### config.mk
export PLATFORM = sky130hd
export DESIGN_NAME = blood_type_entry
export DESIGN_NICKNAME = d
export VERILOG_FILES = /design/src/rtl/blood_pkg.sv /design/src/rtl/sw_debounce.sv /design/src/rtl/blood_type_entry.sv
export SDC_FILE = /design/constraint.sdc
export NUM_CORES = 1
export LEC_CHECK = 0
export BUFFER_PORTS_ARGS = -buffer_cell sky130_fd_sc_hd__buf_2
export CAP_MARGIN = 30
export CORE_MARGIN = 1.5
export CORE_UTILIZATION = 35
export DETAILED_ROUTE_END_ITERATION = 16
export RECOVER_POWER = 25
export SYNTH_ARGS = -nofsm -noshare
export SYNTH_HDL_FRONTEND = slang
export SYNTH_SLANG_ARGS = --single-unit
### constraint.sdc
create_clock -name clk -period 5.4 [get_ports clk]
set_clock_uncertainty 0.05 [all_clocks]
set_input_delay 1.62 -clock clk [delete_from_list [all_inputs] [get_ports clk]]
set_output_delay 1.62 -clock clk [all_outputs]
set_load 0.05 [all_outputs]
### src/rtl/blood_pkg.sv
// Shared definitions for the blood-type entry stage and the compatibility checker.
package blood_pkg;

    // Blood-type code shared with the downstream compatibility logic.
    typedef enum logic [1:0] {
        BT_O  = 2'b00,
        BT_A  = 2'b01,
        BT_B  = 2'b10,
        BT_AB = 2'b11
    } blood_t;

    typedef enum logic [1:0] {
        S_DONOR = 2'd0,
        S_RECIP = 2'd1,
        S_DONE  = 2'd2
    } entry_state_t;

    localparam logic [2:0] LED_DONOR = 3'b001;
    localparam logic [2:0] LED_RECIP = 3'b010;
    localparam logic [2:0] LED_DONE  = 3'b100;

endpackage

### src/rtl/sw_debounce.sv
// Two-flop synchroniser followed by a consecutive-sample debounce counter.
module sw_debounce #(
    parameter int unsigned WIDTH = 1,
    parameter int unsigned COUNT = 4
) (
    input  logic             clk,
    input  logic             rst,
    input  logic [WIDTH-1:0] i_raw,
    output logic [WIDTH-1:0] o_stable
);

    localparam int unsigned CW = (COUNT < 2) ? 1 : $clog2(COUNT + 1);

    logic [WIDTH-1:0] r_sync1;
    logic [WIDTH-1:0] r_sync2;
    logic [WIDTH-1:0] r_stable;
    logic [CW-1:0]    r_cnt;

    // Stable value follows the synchronised input only after COUNT differing samples in a row.
    always_ff @(posedge clk) begin
        if (rst) begin
            r_sync1  <= '0;
            r_sync2  <= '0;
            r_stable <= '0;
            r_cnt    <= '0;
        end else begin
            r_sync1 <= i_raw;
            r_sync2 <= r_sync1;
            if (r_sync2 == r_stable) begin
                r_cnt <= '0;
            end else if (r_cnt == CW'(COUNT - 1)) begin
                r_stable <= r_sync2;
                r_cnt    <= '0;
            end else begin
                r_cnt <= r_cnt + CW'(1);
            end
        end
    end

    assign o_stable = r_stable;

endmodule

### src/rtl/blood_type_entry.sv
// Debounced two-step donor/recipient entry for the blood-type checker.
// Define SIM_FAST_DEBOUNCE_EN to force a 4-cycle debounce for simulation.
module blood_type_entry
    import blood_pkg::*;
#(
    parameter int unsigned CLK_HZ      = 100_000_000,
    parameter int unsigned DEBOUNCE_MS = 20
) (
    input  logic       clk,
    input  logic       rst,
    input  logic [7:0] sw_pin,
    input  logic       btn_confirm,
    input  logic       btn_clear,
    output logic [1:0] donor_type,
    output logic [1:0] recip_type,
    output logic       pair_valid,
    output logic       pair_strobe,
    output logic [2:0] state_led
);

`ifdef SIM_FAST_DEBOUNCE_EN
    localparam int unsigned DEBOUNCE_CYCLES = 4;
`else
    localparam int unsigned DEBOUNCE_CYCLES = CLK_HZ / 1000 * DEBOUNCE_MS;
`endif

    logic [1:0]   w_sw_donor;
    logic [1:0]   w_sw_recip;
    logic         w_cfm_stable;
    logic         w_clr_stable;
    logic         w_unused_sw;

    logic         r_cfm_prev;
    logic         r_clr_prev;
    logic         r_cfm_press;
    logic         r_clr_press;

    entry_state_t r_state;
    blood_t       r_donor;
    blood_t       r_recip;
    logic         r_valid;
    logic         r_strobe;
    logic [2:0]   r_led;

    assign w_unused_sw = ^sw_pin[5:2];

    sw_debounce #(.WIDTH(2), .COUNT(DEBOUNCE_CYCLES)) u_db_donor (
        .clk      (clk),
        .rst      (rst),
        .i_raw    (sw_pin[1:0]),
        .o_stable (w_sw_donor)
    );

    sw_debounce #(.WIDTH(2), .COUNT(DEBOUNCE_CYCLES)) u_db_recip (
        .clk      (clk),
        .rst      (rst),
        .i_raw    (sw_pin[7:6]),
        .o_stable (w_sw_recip)
    );

    sw_debounce #(.WIDTH(1), .COUNT(DEBOUNCE_CYCLES)) u_db_confirm (
        .clk      (clk),
        .rst      (rst),
        .i_raw    (btn_confirm),
        .o_stable (w_cfm_stable)
    );

    sw_debounce #(.WIDTH(1), .COUNT(DEBOUNCE_CYCLES)) u_db_clear (
        .clk      (clk),
        .rst      (rst),
        .i_raw    (btn_clear),
        .o_stable (w_clr_stable)
    );

    // Registered rising-edge detect: one press per stable button rise.
    always_ff @(posedge clk) begin
        if (rst) begin
            r_cfm_prev  <= 1'b0;
            r_clr_prev  <= 1'b0;
            r_cfm_press <= 1'b0;
            r_clr_press <= 1'b0;
        end else begin
            r_cfm_prev  <= w_cfm_stable;
            r_clr_prev  <= w_clr_stable;
            r_cfm_press <= w_cfm_stable & ~r_cfm_prev;
            r_clr_press <= w_clr_stable & ~r_clr_prev;
        end
    end

    // Entry sequence; clear takes priority over a coincident confirm.
    always_ff @(posedge clk) begin
        if (rst) begin
            r_state  <= S_DONOR;
            r_donor  <= BT_O;
            r_recip  <= BT_O;
            r_valid  <= 1'b0;
            r_strobe <= 1'b0;
            r_led    <= LED_DONOR;
        end else begin
            r_strobe <= 1'b0;
            if (r_clr_press) begin
                r_state <= S_DONOR;
                r_donor <= BT_O;
                r_recip <= BT_O;
                r_valid <= 1'b0;
                r_led   <= LED_DONOR;
            end else if (r_cfm_press) begin
                case (r_state)
                    S_DONOR: begin
                        r_donor <= blood_t'(w_sw_donor);
                        r_state <= S_RECIP;
                        r_led   <= LED_RECIP;
                    end
                    S_RECIP: begin
                        r_recip  <= blood_t'(w_sw_recip);
                        r_valid  <= 1'b1;
                        r_strobe <= 1'b1;
                        r_state  <= S_DONE;
                        r_led    <= LED_DONE;
                    end
                    S_DONE: begin
                        r_donor <= blood_t'(w_sw_donor);
                        r_valid <= 1'b0;
                        r_state <= S_RECIP;
                        r_led   <= LED_RECIP;
                    end
                    default: begin
                        r_state <= S_DONOR;
                        r_led   <= LED_DONOR;
                    end
                endcase
            end
        end
    end

    assign donor_type  = r_donor;
    assign recip_type  = r_recip;
    assign pair_valid  = r_valid;
    assign pair_strobe = r_strobe;
    assign state_led   = r_led;

endmodule
Yosys cells after proc, flatten, opt, wreduce, memory -nomap -nowiden:

Index checks and enable logic that the tools add are counted.

* $add $sub $neg: 4
* reduce and logical (&&, ||, !) cells: 16
* muxes and demuxes: 4
* eq/ne operators: 10
* bitwise logic cells: 9

Operators with widths (number)
* $add A21 B1 Y21 const B: 4
* $eq A21 B21 Y1 const B: 4
* $reduce_or A3 Y1: 5
* $reduce_and A2 Y1: 7
* $not A1 Y1: 7
* $pmux W3 S2: 1
* $eq A2 B2 Y1: 2
* $pmux W2 S2: 1
* $reduce_or A2 Y1: 2
* $and A1 B1 Y1: 2
* $eq A1 B1 Y1: 2
* $eq A2 B1 Y1 const B: 1
* $eq A2 B2 Y1 const B: 1
* $logic_not A2 Y1: 1
* $pmux W1 S2: 1
* $reduce_bool A2 Y1: 1
* $mux W1: 1

* register bits: 117
* logic and storage cells: 69
* output and inout bits: 9
* input bits: 12

Depth between registers and ports, before layout:

* depth in word-level cells: 3
* mapped depth: 7
* depth with buffers taken out: 5

By module:

From an unflattened synthesis, not the netlist that was laid out.

* cells, all modules: 548
* area total of the unflattened synthesis: 5014.8 um^2

By module, submodules not included
* sw_debounce (u_db_clear ...): times used 2, area each 1088.5 um^2, cells each 118, sequential area each 480.5 um^2
* sw_debounce (u_db_donor): times used 1, area each 1164.9 um^2, cells each 131, sequential area each 540.5 um^2
* sw_debounce (u_db_recip): times used 1, area each 1163.6 um^2, cells each 132, sequential area each 540.5 um^2
* blood_type_entry: times used 1, area each 509.2 um^2, cells each 49, sequential area each 260.2 um^2

Least setup slack after synthesis:

Ideal clock, no wire load.

* path type: input port to flip-flop
* start point: input rst
* end point: register u_db_clear.r_cnt[10]
* buffers on the path: 1
* library setup time: 0.128 ns
* stages on the path: 4
* path slack: 2.847 ns
* required time: 5.222 ns
* arrival time: 2.375 ns
* path through: nand2b_1 > o21bai_1 > clkbuf_1 > nor2_1

* longest elaborated chain between the ends: 1

RTL lines
* from (decl): line blood_type_entry.sv:10 `input logic rst,`
* $reduce_or A3 Y1 (no line)
* to (signal assigned): line sw_debounce.sv:35 `r_cnt <= r_cnt + CW'(1);`
* to (decl): line sw_debounce.sv:17 `logic [CW-1:0] r_cnt;`

No other way between the ends.
A chain may end at the register's enable or synchronous reset.

Final worst setup path:

* start point: input rst
* end point: register u_db_confirm.r_cnt[5]

* longest elaborated chain between the ends: 1

RTL lines (line)
* $reduce_or A3 Y1 (no line)
* to (signal assigned): sw_debounce.sv:35
* to (decl): sw_debounce.sv:17

No other way between the ends.

==> summary.md <==
| Metric | Value |
|---|---|
| Ant diodes | `0` |
| Hold_buf cts | `0` |
| Cell Area, Synth | `0.00491 mm^2` |
| Worst r2r src | `u_db_confirm.r_cnt[14]` |
| PortBufs | `16` |
| Largest net degree at the start of global routing | `26` |
| Number of remaining DRC errors | `0` |
| Post-synthesis register bit count | `115` |
| Sequential area share after synthesis | `46.9%` |
| Nets | `a little under 600` |
| Logic pwr share | `under 10%` |
| VDD IR-drop max | `roughly 0.24 mV` |
| YS warnings | `0` |
| WL/cell | `12.3 um` |
| Mean Syn Cell Area | `8.89 um^2` |
| Status | `finished, final reports clean` |
| Max-slew violations | `0` |
| CTS clk-pin slew, worst paths | `0.05 ns` |
| Yosys top cell area share | `46.9%` |
| Post-route ant nets | `0` |
| Final HPWL DP | `6.36 mm` |
| Die area | `0.0147 mm^2` |
| Cells after Synth | `~550` |
| Crit path max fanout | `25` |
| Clk pwr share | `between 50% and 60%` |
| Pwr Density | `~340 mW/mm^2` |
| CP max stage cell | `clkbuf_1` |
| Slowest cell delay on critical path | `~0.76 ns` |
| Number of max-cap violations | `0` |
| Core Footprint | `0.0138 mm^2` |
| WS Path Type | `input port to register` |
| Vias in the first global route | `~3800` |
| Drt pass-1 iters | `7` |
| IO Pins | `21` |
| Yosys cell types | `40` |
| Synth Net Count | `572` |
| TNS Setup | `0 ns` |
| Congestion Overflow GR | `0` |
| Num CTS Buffers | `17` |
| Max_slew headroom | `around 30%` |
| Psw | `0.390 mW` |
| First-pass GRT wire length | `16.6 mm` |
| Placement Setup Slack | `2.46 ns` |
| Critical Path AT | `3.15 ns` |
| CTS tree | `done` |
| Post-route setup slack | `2.46 ns` |
| Clock sinks | `115` |
| Startpoint types | `input port` |
| Via density | `5.20` |
| Vias post-DR | `around 4000` |
| Die Span X | `121 um` |
| GP Congestion | `roughly 0.76` |
| Die height | `121 um` |
| Worst-margin pin slew | `1.05 ns` |
| Row count | `43` |
| Final setup vio count | `0` |
| Final WL | `9.40 mm` |
| Largest area contributor in the netlist | `dfxtp_1` |
| CTS H-Tree Depth | `4` |
| Cell Int Power | `1.59 mW` |
| Hold Fails Final Rpt | `0` |
| Post-CTS setup buffers | `0` |
| Iteration-0 DRC Markers | `between 150 and 200` |
| Synth-to-Final Area Change | `17.3%` |
| Switching share of power | `19.7%` |
| Critical Path Sink Type | `register` |
| CP cell instances | `clkbuf_1 -> nand2b_1 -> o21bai_2 -> nor2_1` |
| Initial Util | `35.6%` |
| CTS Buffer Depth | `2` |
| Ranking of synthesized cells by area | `dfxtp_1, xnor2_1, nor2_1` |
| Aggregate global-route resource usage | `between 10% and 20%` |
| Leak pwr | `between 1.5 and 2 nW` |
| Root Driver | `clkbuf_16` |
| Sequential power share | `a little over two fifths` |
| Hold Crit Start | `r_cfm_prev` |
| Clock latency on the worst-skew pair | `0.41 ns` |
| Initial antenna violation count | `0` |
| RSZ-0062 raised after global routing | `false` |
| Tot Pwr | `between 1.5 and 2 mW` |
| Final Cycle Share | `54.4%` |
| Clock period minus worst slack | `~3 ns` |
| CP startpoint | `rst` |
| CTS resizes | `0` |
| Min-delay worst type | `register to register` |
| FMAX | `341 MHz` |
| Share of layout cells above drive strength 1 | `9.22%` |
| Filler Cells Inserted | `1364` |
| WP data required | `roughly 5.6 ns` |
==> layer usage <==
layer / global-route usage (%) / vias up / share of wire (%)
li1: - / 2001 / -
met1: 15.9 / 1893 / 46
met2: 23.3 / 69 / 47
met3: 4.65 / 17 / 4.0
met4: 7.21 / 0 / 2.4
met5: 0 / - / 0
==> flip-flops by register name (all words and copies together) (netlist names), 2 cells and up <==
signal               count
u_db_donor.r_cnt        21
u_db_confirm.r_cnt      21
u_db_recip.r_sync1       2
u_db_clear.r_cnt        21
u_db_recip.r_cnt        21
u_db_recip.r_sync2       2
u_db_donor.r_sync2       2
recip_type               2
r_state                  2
donor_type               2
u_db_donor.o_stable      2
u_db_recip.o_stable      2
u_db_donor.r_sync1       2
==> metrics by stage <==
stage / hold slack [ns] / util (%) / cell area, um^2 / cells
3_5_place_dp: 0.324 / 37.5 / 5170 / 734
2_1_floorplan: 0.317 / - / 4910 / 552
4_1_cts: 0.333 / 41.8 / 5760 / 766
3_3_place_gp: 0.323 / 37.5 / 5170 / 734
5_1_grt: 0.356 / 41.8 / 5760 / 766
6_report: 0.334 / 41.8 / 5760 / 766
==> cells by family after synthesis <==
logic type | after synthesis | share of synthesized area [%]
AOI/OAI and AO/OA | 82 | 9.31
xor gates and xnor gates | 54 | 9.64
adders and majority gates | 8 | 2.04
buffers and inverters | 35 | 2.73
DFF | 115 | 46.9
muxes | 2 | 0.408
and+or+nand+nor | 256 | 28.9
==> power by group through the flow <==
| stage | registers [mW] | clock network [mW] | logic, mW |
|---|---|---|---|
| final | 0.858 | 1.10 | 0.0222 |
| after global routing | 0.858 | 1.16 | 0.0250 |
| after CTS | 0.858 | 1.13 | 0.0228 |
| after detailed placement | 0.876 | 0 | 0.0227 |
| after global placement | 0.876 | 0 | 0.0223 |
| after floorplan | 0.875 | 0 | 0.0152 |
==> synth_stat cells (all sizes together) <==
master and n:
or2 2, o31ai 8, or3b 1, a211o 1, nor2 65, and3 6, ha 8, nor2b 18
xnor2 34, nor4 9, buf 2, dfxtp 115, or4 11, o21a 1, and4 16, xor2 20
or4b 1, nor3 7, mux2i 2, a311oi 1, nor4b 4, inv 18, clkbuf 15, nor3b 1
nand2b 5, nand3 36, and2 4, o21ba 1, nand4 20, o21bai 2, a21oi 40, a21o 1
or3 20, o21ai 27, nand2 26, nand4b 2, nor4bb 2
==> area by class of cell <==
type	instances	area (um^2)	area share, %
Timing Repair Buffer	19	101	1.76
Clock inverter	9	103	1.78
Multi-Input combinational cell	402	2470	42.9
Clock buffer	23	488	8.48
Tap cell	180	225	3.91
Inverter	18	67.6	1.17
Sequential cell	115	2300	40.0
==> worst paths after layout <==
check	slack, ns	cells after the start	endpoint
setup / recovery	2.46	4	u_db_confirm.r_cnt[5]
hold / removal	0.33	1	r_cfm_press
setup reg to reg	3.10	4	u_db_confirm.r_cnt[5]
hold reg to reg	0.33	1	r_cfm_press
==> critical path: cells and delay by family <==
kind,cells,cell delay (ns)
buffers and inverters,1,0.76
AOI/OAI and AO/OA,1,0.35
and+or+nand+nor,2,0.40
==> layout by cell type, fill, tap and decap left out, drive strengths merged, types with 2 or more instances in the layout <==
| cell | instances |
|---|---|
| mux2i | 2 |
| and4 | 16 |
| or4 | 11 |
| o21ai | 27 |
| or2 | 2 |
| dfxtp | 115 |
| nor4b | 4 |
| xor2 | 20 |
| o21bai | 2 |
| ha | 8 |
| nand2b | 5 |
| nand4 | 20 |
| clkbuf | 24 |
| nand3 | 36 |
| buf | 18 |
| and3 | 6 |
| bufinv | 2 |
| and2 | 4 |
| or3 | 20 |
| nor2b | 18 |
| nand2 | 26 |
| nor4 | 9 |
| nor3 | 7 |
| nor4bb | 2 |
| xnor2 | 34 |
| clkinv | 4 |
| inv | 18 |
| nor2 | 65 |
| clkinvlp | 3 |
| nand4b | 2 |
| a21oi | 40 |
| o31ai | 8 |
No activity file was read; power rests on OpenSTA's default activity.
